<file path="src/rtl/ssc_mem_arb_pkg.sv">
// Shared types and constants for the two-channel arbitrated word memory.
package ssc_mem_pkg;

    localparam int unsigned MAX_READ_LAT = 4;
    // Pipeline entries carry data zero-extended to this width (DATA_W <= 64)
    localparam int unsigned MAX_DATA_W   = 64;

    typedef logic chan_t;
    localparam chan_t CH0 = 1'b0;
    localparam chan_t CH1 = 1'b1;

    typedef enum logic [1:0] {
        IDLE,
        GNT0,
        GNT1
    } arb_state_t;

    typedef struct packed {
        logic                  valid;
        chan_t                 chan;
        logic [MAX_DATA_W-1:0] data;
        logic                  perr;
    } pipe_entry_t;

endpackage

</file>
<file path="src/rtl/ssc_mem_arb_rr_arb2.sv">
// Two-requester round-robin arbiter: immediate grant for a lone requester,
// alternating grants under contention via a registered priority pointer.
module ssc_rr_arb2
    import ssc_mem_pkg::*;
(
    input  logic clk,
    input  logic rst,
    input  logic req0_i,
    input  logic req1_i,
    output logic gnt0_o,
    output logic gnt1_o
);

    chan_t      prio_q;
    chan_t      prio_d;
    arb_state_t arb_state;

    // Priority pointer register
    always_ff @(posedge clk) begin
        if (rst) begin
            prio_q <= CH0;
        end else begin
            prio_q <= prio_d;
        end
    end

    // Grant decision for this cycle; pointer flips only on contention
    always_comb begin
        arb_state = IDLE;
        prio_d    = prio_q;
        case ({req1_i, req0_i})
            2'b01:   arb_state = GNT0;
            2'b10:   arb_state = GNT1;
            2'b11: begin
                arb_state = (prio_q == CH0) ? GNT0 : GNT1;
                prio_d    = ~prio_q;
            end
            default: arb_state = IDLE;
        endcase
    end

    // One-hot grant outputs
    always_comb begin
        gnt0_o = (arb_state == GNT0);
        gnt1_o = (arb_state == GNT1);
    end

endmodule

</file>
<file path="src/rtl/ssc_mem_arb.sv">
// Two-channel single-port word memory with round-robin arbitration and a
// READ_LAT-deep read pipeline. Define SSC_MEM_PARITY_EN to store an even
// parity bit per word and flag mismatches on read.
module ssc_mem_arb
    import ssc_mem_pkg::*;
#(
    parameter int unsigned DATA_W   = 16,
    parameter int unsigned ADDR_W   = 8,
    parameter int unsigned DEPTH    = 256,
    parameter int unsigned READ_LAT = 1
) (
    input  logic              clk,
    input  logic              rst,
    input  logic              read_0,
    input  logic              read_1,
    input  logic              write_0,
    input  logic              write_1,
    input  logic [ADDR_W-1:0] address_0,
    input  logic [ADDR_W-1:0] address_1,
    input  logic [DATA_W-1:0] Write_data_0,
    input  logic [DATA_W-1:0] Write_data_1,
    input  logic              par_inj_0,
    input  logic              par_inj_1,
    output logic              ack_0,
    output logic              ack_1,
    output logic [DATA_W-1:0] Read_data_0,
    output logic [DATA_W-1:0] Read_data_1,
    output logic              rvalid_0,
    output logic              rvalid_1,
    output logic              par_err_0,
    output logic              par_err_1,
    output logic              req_err_0,
    output logic              req_err_1,
    output logic              busy
);

    localparam int unsigned LAT = (READ_LAT < 1) ? 1 :
                                  ((READ_LAT > MAX_READ_LAT) ? MAX_READ_LAT : READ_LAT);
    localparam int unsigned IW  = (DEPTH > 1) ? $clog2(DEPTH) : 1;
`ifdef SSC_MEM_PARITY_EN
    localparam int unsigned MW  = DATA_W + 1;
`else
    localparam int unsigned MW  = DATA_W;
`endif

    logic              req0, req1, gnt0, gnt1;
    logic              sel_wr, sel_rd, in_range;
    chan_t             sel_chan;
    logic [ADDR_W-1:0] sel_addr;
    logic [DATA_W-1:0] sel_wdata;
    logic [IW-1:0]     mem_idx;
    logic [MW-1:0]     wword, rword;
    logic [MW-1:0]     mem_q [DEPTH];
    logic [DATA_W-1:0] rdata0_q, rdata1_q;
    pipe_entry_t       new_e, tail_in, last;
    pipe_entry_t       pipe_q [1:LAT];
    pipe_entry_t       st     [0:LAT];
    logic              unused_tail;

    // Requests are masked during reset so nothing is granted
    assign req0 = ~rst & (read_0 | write_0);
    assign req1 = ~rst & (read_1 | write_1);

    ssc_rr_arb2 u_arb (
        .clk    (clk),
        .rst    (rst),
        .req0_i (req0),
        .req1_i (req1),
        .gnt0_o (gnt0),
        .gnt1_o (gnt1)
    );

    assign ack_0     = gnt0;
    assign ack_1     = gnt1;
    assign req_err_0 = gnt0 & read_0 & write_0;
    assign req_err_1 = gnt1 & read_1 & write_1;

    // Mux the granted channel's request; read+write together counts as a write
    always_comb begin
        sel_chan  = gnt1 ? CH1 : CH0;
        sel_addr  = gnt1 ? address_1 : address_0;
        sel_wdata = gnt1 ? Write_data_1 : Write_data_0;
        sel_wr    = (gnt0 & write_0) | (gnt1 & write_1);
        sel_rd    = ((gnt0 & read_0) | (gnt1 & read_1)) & ~sel_wr;
    end

    assign in_range = (32'(sel_addr) < DEPTH);
    assign mem_idx  = sel_addr[IW-1:0];
    assign rword    = mem_q[mem_idx];

`ifdef SSC_MEM_PARITY_EN
    logic sel_inj;
    assign sel_inj = gnt1 ? par_inj_1 : par_inj_0;
    assign wword   = {(^sel_wdata) ^ sel_inj, sel_wdata};
`else
    logic unused_inj;
    assign unused_inj = par_inj_0 ^ par_inj_1;
    assign wword      = sel_wdata;
`endif

    // Array write; out-of-range addresses are dropped
    always_ff @(posedge clk) begin
        if (sel_wr && in_range) begin
            mem_q[mem_idx] <= wword;
        end
    end

    // New pipeline entry from the committed read; out-of-range reads return 0
    always_comb begin
        new_e       = '0;
        new_e.valid = sel_rd;
        new_e.chan  = sel_chan;
        if (in_range) begin
            new_e.data = MAX_DATA_W'(rword[DATA_W-1:0]);
`ifdef SSC_MEM_PARITY_EN
            new_e.perr = rword[DATA_W] ^ (^rword[DATA_W-1:0]);
`endif
        end
    end

    // Stage view: st[0] is the entry being committed, st[LAT] the output stage
    always_comb begin
        st[0] = new_e;
        for (int unsigned i = 1; i <= LAT; i++) begin
            st[i] = pipe_q[i];
        end
    end

    assign tail_in     = st[LAT-1];
    assign last        = st[LAT];
    assign unused_tail = ^{last.data, last.perr};

    // Read pipeline shift; reset drops any reads in flight
    always_ff @(posedge clk) begin
        if (rst) begin
            for (int unsigned i = 1; i <= LAT; i++) begin
                pipe_q[i] <= '0;
            end
        end else begin
            for (int unsigned i = 1; i <= LAT; i++) begin
                pipe_q[i] <= st[i-1];
            end
        end
    end

    // Capture read data as it enters the output stage; holds between pulses
    always_ff @(posedge clk) begin
        if (rst) begin
            rdata0_q <= '0;
            rdata1_q <= '0;
        end else if (tail_in.valid) begin
            if (tail_in.chan == CH0) begin
                rdata0_q <= tail_in.data[DATA_W-1:0];
            end else begin
                rdata1_q <= tail_in.data[DATA_W-1:0];
            end
        end
    end

    assign Read_data_0 = rdata0_q;
    assign Read_data_1 = rdata1_q;
    assign rvalid_0    = last.valid & (last.chan == CH0);
    assign rvalid_1    = last.valid & (last.chan == CH1);

`ifdef SSC_MEM_PARITY_EN
    assign par_err_0 = rvalid_0 & last.perr;
    assign par_err_1 = rvalid_1 & last.perr;
`else
    assign par_err_0 = 1'b0;
    assign par_err_1 = 1'b0;
`endif

    // Busy while any pipeline stage holds a read
    always_comb begin
        busy = 1'b0;
        for (int unsigned i = 1; i <= LAT; i++) begin
            busy = busy | pipe_q[i].valid;
        end
    end

endmodule

</file>
<file path="config.mk">
export PLATFORM = sky130hd
export DESIGN_NAME = ssc_mem_arb
export DESIGN_NICKNAME = d
export VERILOG_FILES = /design/src/rtl/ssc_mem_arb_pkg.sv /design/src/rtl/ssc_mem_arb_rr_arb2.sv /design/src/rtl/ssc_mem_arb.sv
export SDC_FILE = /design/constraint.sdc
export NUM_CORES = 2
export LEC_CHECK = 0
export BUFFER_PORTS_ARGS = -buffer_cell sky130_fd_sc_hd__buf_4
export CAP_MARGIN = 40
export CORE_MARGIN = 1
export CORE_UTILIZATION = 25
export DETAILED_ROUTE_END_ITERATION = 8
export GPL_TIMING_DRIVEN = 1
export PLACE_DENSITY = 0.4
export SLEW_MARGIN = 15
export SYNTH_ARGS = -nofsm -noshare
export SYNTH_HDL_FRONTEND = slang
export SYNTH_MEMORY_MAX_BITS = 65536
export SYNTH_SLANG_ARGS = --single-unit
</file>
<file path="constraint.sdc">
create_clock -name clk -period 20.4 [get_ports clk]
set_input_delay 3.06 -clock clk [delete_from_list [all_inputs] [get_ports clk]]
set_output_delay 3.06 -clock clk [all_outputs]
set_load 0.01 [all_outputs]
</file>
==> summary.txt <==
Outcome -> completed
Syn. warnings -> 0
Sequential cell area -> 124000 sq um
Clock power share -> 0.408
Clk_skew -> 85.2 ps
Synth Instances -> 12256
Total CTS buffers -> 454
Fin cells -> 22183
Post-Syn Area per Cell -> 14.4 sq um
CP endpoint kind -> primary output
Hold_buf cts -> 0
Register area share after synthesis -> 0.702
Die Y -> 842 microns
# IOs -> 97
Synth top area cells -> edfxtp_1, mux2i_1, nand2b_1
Final Util -> 0.297
Initial drt markers -> 10103
Final Hold Vio Count -> 0
Starting Density -> 0.251
Max-cap violations -> 0
Dominant cell type by area after synthesis -> edfxtp_1
Minimum clock period -> 9890 ps
Register share of total power -> 0.486
Post-CTS sizing -> 0
Area Overhead vs Synth -> 18.3%
Critical path launch point type -> input port
Required time of the critical path -> 17340 ps
Crit path setup slack, layout -> 10510 ps
Slew headroom -> 0.0581
Largest net degree at the start of global routing -> 151
Power per standard cell area -> 93.7 nW/um^2
Slew Limit Fails -> 0
Logic pwr share -> 0.106
Placed Cells incl. Taps -> 21292
Setup Crit Path Kind -> input port to primary output
Die span in x -> 842 microns
Worst slew pin tran -> 1410 ps
CP Max Fanout -> 81
Gr usage total -> 0.179
Vias in the first global route -> 109817
First-pass GRT wire length -> 910 mm
Post-DP HPWL -> 391 mm
Clock buffer depth -> 4
# DRC -> 0
GRT overflow -> 0
Vias -> 113171
Final ANT Viol Nets -> 0
Top cell type's share of synthesized area -> 0.698
Initial antenna violation count -> 45
CTS tree -> yes
Leakage -> 0.0661 uW
Share of layout cells above drive strength 1 -> 0.147
Internal power -> 14500 uW
Clk slew on worst S/H paths -> 60 ps
Multi-input logic area -> 50300 sq um
CTS root buffer -> clkbuf_16
Post-synth ARST share -> 0
TritonRoute pass-1 iters -> 8
H-tree levels -> 5
Row count -> 308
#FFs+latches synth -> 4131
Switch share -> 0.257
Maximum VDD drop -> 79.0 uV
CTS sink cnt -> 4131
Dpl ws -> 9840 ps
WL final -> 664 mm
Core area -> 703000 sq um
Unrepaired setup endpoints after global routing -> false
Clk_lat worst skew -> 1060 ps
Layout Nets -> 12545
Die ar. -> 709000 sq um
Count of flip-flops with a built-in enable after synthesis -> 4096
Setup TNS -> 0 ps
Final setup viols -> 0
Vias/cell -> 5.10
Routed wire length per instance -> 29.9 microns
I/O Buffers -> 92
Synth Cell Area -> 176000 sq um
Ys flop type -> edfxtp_1
Fmax -> 0.101 GHz
HP Class -> register to register
Post CTS Setup Buffer Count -> 0
GPL Wtd Cong -> 0.803
Fillers -> 70413
Period utilization -> 0.485
Worst EP arrival -> 6830 ps
Post-synth cell types -> 67
P_sw -> 5030 uW
==> cell type report <==
cell class | count | share of cell area
flip-flops and latches | 4131 | 0.593
multi-input cells | 7041 | 0.241
clock buffers | 589 | 0.0579
well taps | 9300 | 0.0558
repair buffers | 854 | 0.0424
clock inverters | 242 | 0.00974
diodes | 19 | 0.000228
inverters | 7 | 0.000126
==> registers in the layout (all words and copies together), names as in the netlist <==
name          cells
u_arb.prio_q      1
Read_data_1      16
Read_data_0      16
mem_q          4096
pipe_q            2
==> kinds of logic (layout without fill, tap and decap cells) <==
logic type,count (synthesis),in the layout,synth area share
AO/OA/AOI/OAI,3248,3248,0.125
XOR/XNOR,1,1,0.0000497
buffers and inverters,1085,1692,0.0255
flip-flops,4131,4131,0.702
multiplexers,1311,1311,0.0754
other,1,21,0.0000213
AND/OR/NAND/NOR,2479,2479,0.0727
==> through the flow <==
stage	total power, uW	instance area, sq um	hold slack (ps)
after floorplan	10800	176000	511
after global placement	11700	191000	488
after detailed placement	11700	194000	483
after CTS	19700	208000	496
after global routing	20100	209000	504
final	19500	209000	496
==> worst paths after layout <==
path | startpoint | endpoint | slack, ps | depth (start not counted)
min reg2reg | Read_data_0[6]$_SDFFE_PP0P_ | Read_data_0[6]$_SDFFE_PP0P_ | 500 | 2
min | Read_data_0[6]$_SDFFE_PP0P_ | Read_data_0[6]$_SDFFE_PP0P_ | 500 | 2
max reg2reg | u_arb.prio_q$_SDFFE_PP0N_ | Read_data_0[3]$_SDFFE_PP0P_ | 12700 | 17
max | write_0 | req_err_1 | 10510 | 9
==> routing by layer <==
layer,global-route usage,vias to the layer above,part of all wire
li1,-,49289,-
met2,0.293,3180,0.47
met5,0,-,0.000020
met3,0.0236,807,0.047
met4,0.0492,2,0.030
met1,0.248,59893,0.45
==> power by group through the flow <==
stage	combinational [uW]	sequential (uW)	clock [uW]
6_report	2080	9490	7970
3_5_place_dp	2060	9670	0
3_3_place_gp	2000	9670	0
2_1_floorplan	1070	9750	0
5_1_grt	2180	9490	8430
4_1_cts	2060	9490	8150
==> cell usage in the layout, fill, tap and decap left out, types with 62 or more instances in the layout <==
cell type / netlist / final
a311oi_1: 541 / 541
o22ai_1: 904 / 902
nor2_1: 313 / 62
buf_12: 0 / 63
buf_16: 0 / 75
clkbuf_1: 752 / 119
nand2_1: 692 / 662
nor2_4: 0 / 74
a211oi_1: 580 / 577
clkbuf_16: 0 / 458
buf_4: 49 / 643
edfxtp_1: 4096 / 4096
mux2i_1: 1295 / 1293
nor4_1: 100 / 78
clkinv_2: 0 / 86
nand3_1: 181 / 173
nor2_2: 0 / 177
nand2b_1: 1093 / 1093
clkinv_1: 0 / 103
o21ai_0: 173 / 170
o41ai_1: 148 / 102
a21oi_1: 724 / 722
==> cells in the mapped netlist, drive strengths merged, types with 7 or more instances <==
library cell / number
nor4: 100
nor4b: 9
a31oi: 29
mux2i: 1295
o22ai: 904
nand3: 181
and2: 9
o31a: 12
nor2: 313
a311oi: 541
buf: 325
mux4: 13
a211oi: 580
nand2: 693
inv: 7
o41ai: 148
o21ai: 179
or4: 31
a41oi: 27
a21oi: 724
clkbuf: 753
o22a: 43
nor3: 17
nand4: 11
edfxtp: 4096
a2111oi: 7
nand2b: 1093
dfxtp: 35
==> worst max-delay path: stages <==
cell and delay, ps:
buf_4 160, o21bai_4 220, buf_12 480, buf_4 580, nand2_4 540, inv_2 280, buf_4 500, and3_1 620
buf_4 240
Power figures use the tool's default switching activity.
